===== src/rtl/id_ex_stage_reg.sv =====
// ID/EX pipeline register for the 5-stage MIPS core.
// It supports freeze, flush and bubble insertion, and keeps a saturating count of inserted bubbles.
module id_ex_stage_reg #(
    parameter int DATA_W = 32,
    parameter int REG_W  = 5,
    parameter int CNT_W  = 16
) (
    input  logic              clk,
    input  logic              rst,
    input  logic              freeze,
    input  logic              flush,
    input  logic              bubble,
    input  logic [DATA_W-1:0] id_pc,
    input  logic [3:0]        id_alu_command,
    input  logic              id_mem_read,
    input  logic              id_mem_write,
    input  logic              id_wb_enable,
    input  logic              id_is_immediate,
    input  logic [DATA_W-1:0] id_reg1,
    input  logic [DATA_W-1:0] id_reg2,
    input  logic [15:0]       id_imm16,
    input  logic [REG_W-1:0]  id_src1,
    input  logic [REG_W-1:0]  id_src2,
    input  logic [REG_W-1:0]  id_dest,
    output logic [DATA_W-1:0] ex_pc,
    output logic [3:0]        ex_alu_command,
    output logic              ex_mem_read,
    output logic              ex_mem_write,
    output logic              ex_wb_enable,
    output logic [DATA_W-1:0] ex_val1,
    output logic [DATA_W-1:0] ex_val2,
    output logic [DATA_W-1:0] ex_st_val,
    output logic [REG_W-1:0]  ex_src1,
    output logic [REG_W-1:0]  ex_src2,
    output logic [REG_W-1:0]  ex_dest,
    output logic              ex_valid,
    output logic [CNT_W-1:0]  bubble_count
);

    logic [31:0]       sext32;
    logic [DATA_W-1:0] sext;
    logic [DATA_W-1:0] next_val2;
    logic [REG_W-1:0]  next_src2;
    logic              load_nop;

    // The 32-bit sign extension is zero-padded when the datapath is wider than 32 bits.
    assign sext32    = {{16{id_imm16[15]}}, id_imm16};
    assign sext      = DATA_W'(sext32);
    assign next_val2 = id_is_immediate ? sext : id_reg2;
    assign next_src2 = id_is_immediate ? '0 : id_src2;
    assign load_nop  = flush | bubble;

    always_ff @(posedge clk or posedge rst) begin
        if (rst) begin
            ex_pc          <= '0;
            ex_alu_command <= '0;
            ex_mem_read    <= 1'b0;
            ex_mem_write   <= 1'b0;
            ex_wb_enable   <= 1'b0;
            ex_val1        <= '0;
            ex_val2        <= '0;
            ex_st_val      <= '0;
            ex_src1        <= '0;
            ex_src2        <= '0;
            ex_dest        <= '0;
            ex_valid       <= 1'b0;
        end else if (!freeze) begin
            if (load_nop) begin
                ex_pc          <= '0;
                ex_alu_command <= '0;
                ex_mem_read    <= 1'b0;
                ex_mem_write   <= 1'b0;
                ex_wb_enable   <= 1'b0;
                ex_val1        <= '0;
                ex_val2        <= '0;
                ex_st_val      <= '0;
                ex_src1        <= '0;
                ex_src2        <= '0;
                ex_dest        <= '0;
                ex_valid       <= 1'b0;
            end else begin
                ex_pc          <= id_pc;
                ex_alu_command <= id_alu_command;
                ex_mem_read    <= id_mem_read;
                ex_mem_write   <= id_mem_write;
                ex_wb_enable   <= id_wb_enable;
                ex_val1        <= id_reg1;
                ex_val2        <= next_val2;
                ex_st_val      <= id_reg2;
                ex_src1        <= id_src1;
                ex_src2        <= next_src2;
                ex_dest        <= id_dest;
                ex_valid       <= 1'b1;
            end
        end
    end

    // A flush takes priority over a bubble, so only an unflushed bubble is counted.
    always_ff @(posedge clk or posedge rst) begin
        if (rst) begin
            bubble_count <= '0;
        end else if (!freeze && !flush && bubble && (bubble_count != '1)) begin
            bubble_count <= bubble_count + 1'b1;
        end
    end

endmodule

===== config.mk =====
export PLATFORM = sky130hd
export DESIGN_NAME = id_ex_stage_reg
export DESIGN_NICKNAME = d
export VERILOG_FILES = /design/src/rtl/id_ex_stage_reg.sv
export SDC_FILE = /design/constraint.sdc
export NUM_CORES = 1
export LEC_CHECK = 0
export ABC_AREA = 1
export CORE_UTILIZATION = 41
export DETAILED_ROUTE_END_ITERATION = 8
export PLACE_DENSITY = 0.8
export SYNTH_ARGS = -nofsm -noshare
export SYNTH_HDL_FRONTEND = slang
export SYNTH_SLANG_ARGS = --single-unit

===== constraint.sdc =====
create_clock -name clk -period 6.8 [get_ports clk]
set_clock_uncertainty 0.15 [all_clocks]
set_input_delay 1.02 -clock clk [delete_from_list [all_inputs] [get_ports clk]]
set_output_delay 1.02 -clock clk [all_outputs]
set_load 0.02 [all_outputs]

==> results by group, run 1 <==
Power
  • Pwr Density: 242 nW/µm²
  • Total chip power: about 0.0025 W
  • Combinational share of power: between 10% and 20%
  • VDD IR max: roughly 0.00017 V
  • Switching Share: a little over a quarter
  • Clock share of power: 39.1%
  • Sequential fraction of design power: 43.9%
  • Pint: 0.00183 W
  • Switching power: 0.000675 W
  • LEAKAGE: 4.71 nW

Timing
  • Worst-Margin Slew: 0.899 ns
  • Final WS setup: 3.72 ns
  • Slew margin rel.: 40.1%
  • RSZ-0062 raised after global routing: false
  • Fmax: 325 MHz
  • Period minus WS final: 3.08 ns
  • Final period utilization: between 40% and 50%
  • Final hold violations: 0
  • Max-slew violations: 0
  • Setup violators final: 0
  • Setup TNS: 0 ns

CTS
  • Post-CTS resize count: 0
  • Clk buf depth: 2
  • # clock sinks: 167
  • TritonCTS clock tree: yes
  • CTS Root Cell: clkbuf_16
  • Postcts setup bufs: 0
  • Worst skew pair latency: between 0.4 and 0.5 ns
  • CTS buffer count: 17
  • Clock transition at path regs: 0.07 ns
  • Hold_buf cts: 0
  • Maximum level of the CTS H-tree: 4

Setup path
  • Reg2reg end: bubble_count[7]$_DFFE_PP0P_
  • FF-to-FF path depth: 7
  • Crit path max-delay family: buffers and inverters
  • Worst r2r src: bubble_count[0]$_DFFE_PP0P_
  • Crit end category: flip-flop
  • Crit path max fanout: 79
  • Most used cell, CP: buf_4
  • CP peak stage delay: 0.71 ns
  • Critical Path, Cell by Cell: clkdlybuf4s50_1 > nor3_4 > buf_4 > buf_4 > nand2_1 > o211ai_1
  • Critical Path AT: between 3 and 4 ns
  • Worst path buffer plus inverter count: 3
  • Crit path required time: 6.98 ns
  • Crit path launch type: input pin
  • R2R Setup Slk: 4.84 ns
  • CP max-delay cell: buf_4
  • Critical path depth: 6
  • Setup CP Type: in -> reg

Cells and area
  • Synthesis-to-finish area growth: 57.5%
  • Diode count: 0
  • Layout cells sized above 1: 4.70%
  • Final Util: between 60% and 70%
  • Nets@finish: between 1000 and 1500

Synth
  • Area fraction of the dominant cell type after synthesis: 63.4%
  • Post-synth top area cell: dfrtp_1
  • Most common cell in the netlist: nand2_1
  • Netlist cell types: 22
  • Synthesis warning total: 0
  • FFs w/ async S/R, synth: 100%
  • Synth Area per Inst: 10.5 µm²
  • Synth Cell Area: 6590 µm²
  • Post-synth net total: approximately 770
  • Ys flop type: dfrtp_1
  • Synth top area cells: dfrtp_1, nand2_1, a22o_1, o21ai_0, o211ai_1
  • Post-synth EDFFs: 0
  • Cells after synthesis: 630
  • Sequential area share after synthesis: a little under two thirds
  • FF+latch count, synth: 167
  • Post-synth top cells: nand2_1, dfrtp_1, a22o_1

GRT
  • Initial antenna violation count: 0
  • Vias in the first global route: 5831
  • First-pass GRT wire length: between 30000 and 40000 µm
  • Largest net degree at the start of global routing: 103
  • All-Layer GR Usage: 24.1%
  • Final global-route overflow total: 0

Drt
  • Initial DRC Count: 316
  • Drt first pass iters: 4
  • Antenna viol nets, final: 0
  • DRC viols: 0
  • Detailed-route via count: ~5800
  • Wirelength, routed: 20000 µm
  • WL per Instance: ~17 µm
  • Via-to-Cell Ratio: 5.03

Floorplan
  • Die ar.: 16600 µm²
  • Std-Cell Rows: between 40 and 50
  • Total I/O pin count: just over 300
  • Chip height: 129 µm
  • Area of the core: 15400 µm²
  • Starting Density: between 40% and 50%
  • Die X: roughly 130 µm

Placed design
  • GPL Wtd Cong: 0.819
  • Post-DP HPWL: between 10000 and 15000 µm
  • Port bufs: a little over 300
  • Pre-CTS setup slack: 3.30 ns

Outcome
  • Status: complete, no violations

Flow run
  • Max Cap Viol: 0

Worst hold path
  • Hold Path Depth: 2
  • Hold Path Class: reg -> reg
  • Worst hold endpoint: ex_st_val[9]$_DFFE_PP0N_
  • Hold path startpoint: ex_st_val[9]$_DFFE_PP0N_
-- worst max path at each step --
stage,slack (ns),endpoint,from
finish,3.72,ex_val2[18]$_DFFE_PP0N_,bubble
detailed placement,3.30,ex_val2[15]$_DFFE_PP0N_,bubble
global placement,3.34,ex_val2[18]$_DFFE_PP0N_,bubble
global route,3.59,ex_val2[22]$_DFFE_PP0N_,bubble
floorplan,1.11,bubble_count[0]$_DFFE_PP0P_,rst
CTS,3.74,ex_val2[15]$_DFFE_PP0N_,bubble
-- power groups by stage --
stage / sequential [W] / combinational, W / clock (W)
4_1_cts: 0.00110 / 0.000431 / 0.000999
6_report: 0.00110 / 0.000426 / 0.000982
3_3_place_gp: 0.00112 / 0.000425 / 0
3_5_place_dp: 0.00112 / 0.000429 / 0
5_1_grt: 0.00111 / 0.000457 / 0.00104
2_1_floorplan: 0.00119 / 0.000111 / 0
-- flip-flops by register name, indices dropped and copies added, names as in the netlist, 5 cells and up --
name and count:
ex_src1 5, ex_src2 5, ex_val1 32, ex_st_val 32, ex_pc 32, bubble_count 16
ex_val2 32, ex_dest 5
-- metal layers --
layer,vias to the layer above,part of all wire (%),track usage [%]
met5,-,0,0
met4,0,2.4,10.3
met3,30,9.6,9.40
met2,236,50,42.3
met1,2779,38,25.8
li1,2727,-,-
-- worst reg2reg max path, stage by stage (launching register included) --
cell and delay (ns):
dfrtp_1 0.45, ha_1 0.29, nand3_1 0.14, inv_1 0.09, nand2_1 0.07, nor2_1 0.05, nor2_1 0.45, o21ai_0 0.15
-- cell usage in the layout, fill, tap and decap left out, types with 3 or more instances in the layout --
cell type	instances
nand3b_1	3
nor2_1	19
o211ai_1	17
o21ai_0	50
clkinv_4	3
clkdlybuf4s50_1	305
inv_8	3
buf_4	6
dfrtp_1	167
xnor2_1	3
nand3_1	13
nand4_1	7
clkinvlp_4	3
nand2_1	192
a22o_1	81
inv_6	3
clkbuf_16	17
inv_1	32
-- layout make-up --
cell class | count | area, µm²
fill | 1228 | 5040
sequential | 167 | 4180
timing repair buffer | 311 | 3100
multi-input combinational | 392 | 2100
clock buffer | 18 | 439
tap | 211 | 264
clock inverter | 14 | 165
inverter | 34 | 133
-- cell families (layout without fill, tap and decap cells) --
kind of cell	Yosys count	after routing	synth area share, %
AO/OA/AOI/OAI	148	148	16.5
XOR/XNOR	3	3	0.399
adder cells (fa/ha/maj)	1	1	0.190
buffers and inverters	71	377	4.65
flip-flops	167	167	63.4
AND/OR/NAND/NOR	240	240	14.8
-- metrics by stage --
stage	cell area, µm²	std cells	hold WS [ns]
finish	10400	1147	0.334
global route	10400	1147	0.357
CTS	10400	1147	0.340
detailed placement	9780	1115	0.312
global placement	9780	1115	0.313
floorplan	6590	630	0.440
No activity file was read; power rests on OpenSTA's default activity.
==> run 2: changes to the inputs <==
Settings changed: CORE_UTILIZATION 41 to 37, PLACE_DENSITY 0.8 to 0.76.
Clock period 6.8 ns to 2.5 ns, I/O delays scaled along.
==> run 2 against run 1 <==
  * Critical path depth fell by 5
  * Combinational power rose to 2.8 times the previous value
  * Non-clock buffer count rose by 11
  * Wire length fell by 1.4%
  * Count of clock-buffer cells in the layout rose by 1
  * Global-route usage fell by 2.1 points
  * First-iteration DRC count rose by 3.8%
  * Final area rose by 1.1%
  * Sequential share of layout area fell by 0.43 points
  * Register-to-register slack got worse by 4.4 ns
  * Sequential power rose to 2.7 times the previous value
==> results by group, run 2 (same netlist as run 1, synthesis figures left out) <==
Outcome
  • Status: complete, no violations

Drt
  • Wirelength, routed: 19700 µm
  • DRC viols: 0
  • Drt first pass iters: 4
  • Detailed-route via count: 5779
  • Antenna viol nets, final: 0
  • Via-to-Cell Ratio: ~5
  • Initial DRC Count: 328
  • WL per Instance: 16.8 µm

Setup path
  • Crit path launch type: flip-flop
  • R2R Setup Slk: 0.47 ns
  • Setup CP Type: reg -> out
  • Crit path max-delay family: buffers and inverters
  • Reg2reg end: bubble_count[7]$_DFFE_PP0P_
  • CP max-delay cell: clkdlybuf4s50_1
  • Worst path buffer plus inverter count: 1
  • Crit path max fanout: 7
  • Crit end category: output port
  • FF-to-FF path depth: 7
  • Crit path required time: 1.98 ns
  • Critical Path, Cell by Cell: clkdlybuf4s50_1
  • Critical Path AT: ~1.6 ns
  • CP peak stage delay: ~0.67 ns
  • Worst r2r src: bubble_count[0]$_DFFE_PP0P_

Cells and area
  • Nets@finish: approximately 1100
  • Fill cells: 1468
  • Layout cells sized above 1: 5.60%
  • Synthesis-to-finish area growth: 59.2%
  • Commonest non-fill, non-tap cell in the layout: clkdlybuf4s50_1
  • Diode count: 0
  • Most frequent cells in the layout: clkdlybuf4s50_1, nand2_1, dfrtp_1

GRT
  • Largest net degree at the start of global routing: between 100 and 150
  • First-pass GRT wire length: 30500 µm
  • All-Layer GR Usage: a little over a fifth
  • Final global-route overflow total: 0
  • Initial antenna violation count: 0
  • Vias in the first global route: 5759

CTS
  • Postcts setup bufs: 0
  • Post-CTS resize count: 0
  • Clk buf depth: 2
  • Worst skew pair latency: approximately 0.42 ns
  • Maximum level of the CTS H-tree: 4
  • # clock sinks: 167
  • TritonCTS clock tree: yes
  • CTS Root Cell: clkbuf_16
  • Clock transition at path regs: 0.07 ns
  • Hold_buf cts: 0
  • CTS buffer count: 17

Flow run
  • Max Cap Viol: 0

Floorplan
  • Area of the core: approximately 17000 µm²
  • Chip height: 135 µm
  • Std-Cell Rows: 48
  • Total I/O pin count: 307
  • Starting Density: 38.0%
  • Die ar.: 18300 µm²
  • Die X: roughly 140 µm

Power
  • VDD IR max: between 0.0004 and 0.0005 V
  • Pwr Density: 638 nW/µm²
  • Total chip power: 0.00670 W
  • LEAKAGE: 4.75 nW

Timing
  • Hold Slack: 0.146 ns
  • Final period utilization: 84.4%
  • Slew margin rel.: 48.4%
  • Final hold violations: 0
  • Period minus WS final: 2.11 ns
  • RSZ-0062 raised after global routing: false
  • Worst-Margin Slew: 0.773 ns
  • Setup violators final: 0
  • Fmax: approximately 470 MHz
  • Max-slew violations: 0
  • Setup TNS: 0 ns

Worst hold path
  • Worst hold endpoint: ex_pc[24]$_DFFE_PP0N_
  • Hold path startpoint: freeze
  • Hold Path Class: in -> reg
  • Hold Path Depth: 2

Placed design
  • GPL Wtd Cong: between 0.8 and 0.9
  • Post-DP HPWL: 14000 µm
  • Port bufs: 306
[run 2: worst max-delay path by stage]
stage / end / cells after the start / from
after global routing: bubble_count[7]$_DFFE_PP0P_ / 7 / bubble_count[0]$_DFFE_PP0P_
after detailed placement: ex_st_val[3]$_DFFE_PP0N_ / 4 / bubble
final: bubble_count[9] / 1 / bubble_count[9]$_DFFE_PP0P_
after CTS: bubble_count[9] / 1 / bubble_count[9]$_DFFE_PP0P_
after global placement: ex_val2[4]$_DFFE_PP0N_ / 4 / bubble
after floorplan: bubble_count[0]$_DFFE_PP0P_ / 1 / rst
[run 2: stage by stage]
stage                     util [%]  cells  area [µm²]  setup slack, ns
after CTS                     60.5   1172       10500            0.377
after detailed placement      57.3   1140        9940            0.172
after floorplan                  -    630        6590           -0.152
final                         60.5   1172       10500            0.391
after global placement        57.3   1140        9940            0.251
after global routing          60.5   1172       10500            0.298
[run 2: layout make-up]
type	instances	area, µm²	area share, %
clock buffers	19	433	4.13
clock inverters	13	121	1.16
inverters	34	131	1.25
multi-input cells	392	2100	20.1
flip-flops and latches	167	4180	39.8
well taps	225	282	2.68
repair buffers	322	3240	30.9
[run 2: report_power, final]
part | switching (W) | internal [W] | leakage, nW
clock | 0.00114 | 0.00138 | 0.257
combinational | 0.000566 | 0.000613 | 2.25
sequential | 0.000132 | 0.00287 | 2.25
total | 0.00184 | 0.00486 | 4.75
[run 2: routing by layer]
| metal | share of wire, % | wire length [µm] | GRT usage [%] | vias up |
|---|---|---|---|---|
| li1 | - | - | - | 2745 |
| met1 | 39 | 7760 | 25.6 | 2746 |
| met2 | 48 | 9440 | 35.7 | 255 |
| met3 | 10 | 2010 | 9.17 | 33 |
| met4 | 2.6 | 506 | 8.86 | 0 |
| met5 | 0 | 0 | 0 | - |
==> run 3: changes to the inputs <==
Settings changed: CORE_UTILIZATION 37 to 41, PLACE_DENSITY 0.76 to 0.8.
Clock period 2.5 ns to 2.2 ns, I/O delays scaled along.
==> run 3 against run 2 <==
  * Sequential share of layout area barely moved
  * Register-to-register slack got worse by 0.15 ns
  * First-iteration DRC count rose by 9.8%
  * Clock power rose by 13%
  * Critical path type unchanged
  * Largest cell class unchanged
  * Highest routed layer unchanged
==> results by group, run 3 (same netlist as run 1, synthesis figures left out) <==
CTS
  • Postcts setup bufs: 0
  • # clock sinks: 167
  • CTS buffer count: 17
  • Maximum level of the CTS H-tree: 4
  • CTS Root Cell: clkbuf_16
  • Hold_buf cts: 0
  • Clk buf depth: 2
  • Clock transition at path regs: 0.07 ns
  • Worst skew pair latency: 0.42 ns
  • Post-CTS resize count: 0
  • TritonCTS clock tree: yes

GRT
  • Largest net degree at the start of global routing: 150
  • All-Layer GR Usage: between 20% and 30%
  • Initial antenna violation count: 0
  • First-pass GRT wire length: 29800 µm
  • Vias in the first global route: about 5700
  • Final global-route overflow total: 0

Placed design
  • Pre-CTS setup slack: 0.204 ns
  • Port bufs: between 300 and 400
  • Post-DP HPWL: 13800 µm
  • Placed insts: 1128
  • GPL Wtd Cong: slightly above 0.8

Setup path
  • Setup CP Type: reg -> out
  • Worst Setup EP: bubble_count[9]
  • Reg2reg end: bubble_count[10]$_DFFE_PP0P_
  • Crit path max-delay family: buffers and inverters
  • Critical Path AT: 1.59 ns
  • Worst path buffer plus inverter count: 1
  • Critical path depth: 1
  • FF-to-FF path depth: 9
  • CP peak stage delay: 0.67 ns
  • Crit path max fanout: 7
  • Crit path launch: bubble_count[9]$_DFFE_PP0P_
  • Crit path launch type: flip-flop
  • CP max-delay cell: clkdlybuf4s50_1
  • Worst r2r src: bubble_count[0]$_DFFE_PP0P_
  • Crit path required time: approximately 1.7 ns
  • Crit end category: output port
  • Critical Path, Cell by Cell: clkdlybuf4s50_1
  • R2R Setup Slk: ~0.32 ns

Floorplan
  • Die X: ~130 µm
  • Std-Cell Rows: 45
  • Chip height: 129 µm
  • Starting Density: 42.7%
  • Area of the core: about 15000 µm²
  • Total I/O pin count: just over 300
  • Die ar.: 16600 µm²

Outcome
  • Status: complete, no violations

Power
  • Combinational share of power: about 18%
  • Pwr Density: 724 nW/µm²
  • Clock share of power: between 30% and 40%
  • Sequential fraction of design power: 44.9%
  • VDD IR max: 0.000509 V
  • LEAKAGE: approximately 4.8 nW
  • Total chip power: 0.00759 W
  • Switching Share: 27.2%
  • Pint: around 0.0055 W
  • Switching power: 0.00207 W

Drt
  • Via-to-Cell Ratio: 4.97
  • WL per Instance: 17.0 µm
  • Antenna viol nets, final: 0
  • Initial DRC Count: 360
  • Drt first pass iters: 4
  • Wirelength, routed: 19700 µm
  • Detailed-route via count: 5766
  • DRC viols: 0

Timing
  • Setup violators final: 0
  • Final hold violations: 0
  • RSZ-0062 raised after global routing: false
  • Final WS setup: 0.134 ns
  • Slew margin rel.: 51.0%
  • Worst-Margin Slew: around 0.73 ns
  • Final period utilization: 93.9%
  • Fmax: 484 MHz
  • Period minus WS final: 2.07 ns
  • Max-slew violations: 0

Cells and area
  • Most frequent cells in the layout: clkdlybuf4s50_1, nand2_1, dfrtp_1
  • Diode count: 0
  • Fill cells: 1185
  • Post-Layout Cell Count: 1160
  • Synthesis-to-finish area growth: 59.2%
  • Sequential Area: 4180 µm²
  • Commonest non-fill, non-tap cell in the layout: clkdlybuf4s50_1
  • Layout cells sized above 1: under 10%
  • Multi-input gate area: ~2100 µm²
  • Nets@finish: 1077

Worst hold path
  • Hold Path Class: in -> reg

Flow run
  • Max Cap Viol: 0
==> run 3: metrics by stage <==
stage          hold WS (ns)  area (µm²)  utilization [%]  TNS [ns]
2_1_floorplan         0.308        6590                -    -67.93
3_3_place_gp          0.312        9940             64.4         0
3_5_place_dp          0.315        9940             64.4         0
4_1_cts              0.0537       10500             68.0         0
5_1_grt              0.0662       10500             68.0         0
6_report             0.0696       10500             68.0         0
==> run 3: layout make-up <==
class | instances | area share (%)
clock buffers | 18 | 4.09
inverters | 34 | 1.25
flip-flops and latches | 167 | 39.8
clock inverters | 14 | 1.18
repair buffers | 324 | 31.1
multi-input cells | 392 | 20.1
well taps | 211 | 2.52
==> run 3: worst min path at each step <==
| stage | startpoint | endpoint | slack [ns] | cells after the start |
|---|---|---|---|---|
| global placement | ex_st_val[22]$_DFFE_PP0N_ | ex_st_val[22]$_DFFE_PP0N_ | 0.31 | 2 |
| finish | freeze | ex_dest[0]$_DFFE_PP0N_ | 0.07 | 2 |
| floorplan | id_reg2[15] | ex_st_val[15]$_DFFE_PP0N_ | 0.31 | 2 |
| detailed placement | ex_st_val[29]$_DFFE_PP0N_ | ex_st_val[29]$_DFFE_PP0N_ | 0.32 | 2 |
| global route | freeze | ex_dest[0]$_DFFE_PP0N_ | 0.07 | 2 |
| CTS | freeze | ex_dest[0]$_DFFE_PP0N_ | 0.05 | 2 |
==> run 3: per-layer routing <==
layer | up-vias | track usage, % | part of all wire [%]
met5 | - | 0 | 0
met4 | 0 | 10.0 | 1.9
met3 | 25 | 9.52 | 10
met2 | 229 | 40.7 | 50
met1 | 2771 | 26.1 | 38
li1 | 2741 | - | -
==> run 3: power groups by stage <==
stage / combinational (W) / sequential [W] / clock (W)
detailed placement: 0.00135 / 0.00346 / 0
finish: 0.00134 / 0.00341 / 0.00284
global placement: 0.00133 / 0.00345 / 0
global route: 0.00143 / 0.00343 / 0.00302
floorplan: 0.000344 / 0.00368 / 0
CTS: 0.00136 / 0.00341 / 0.00289
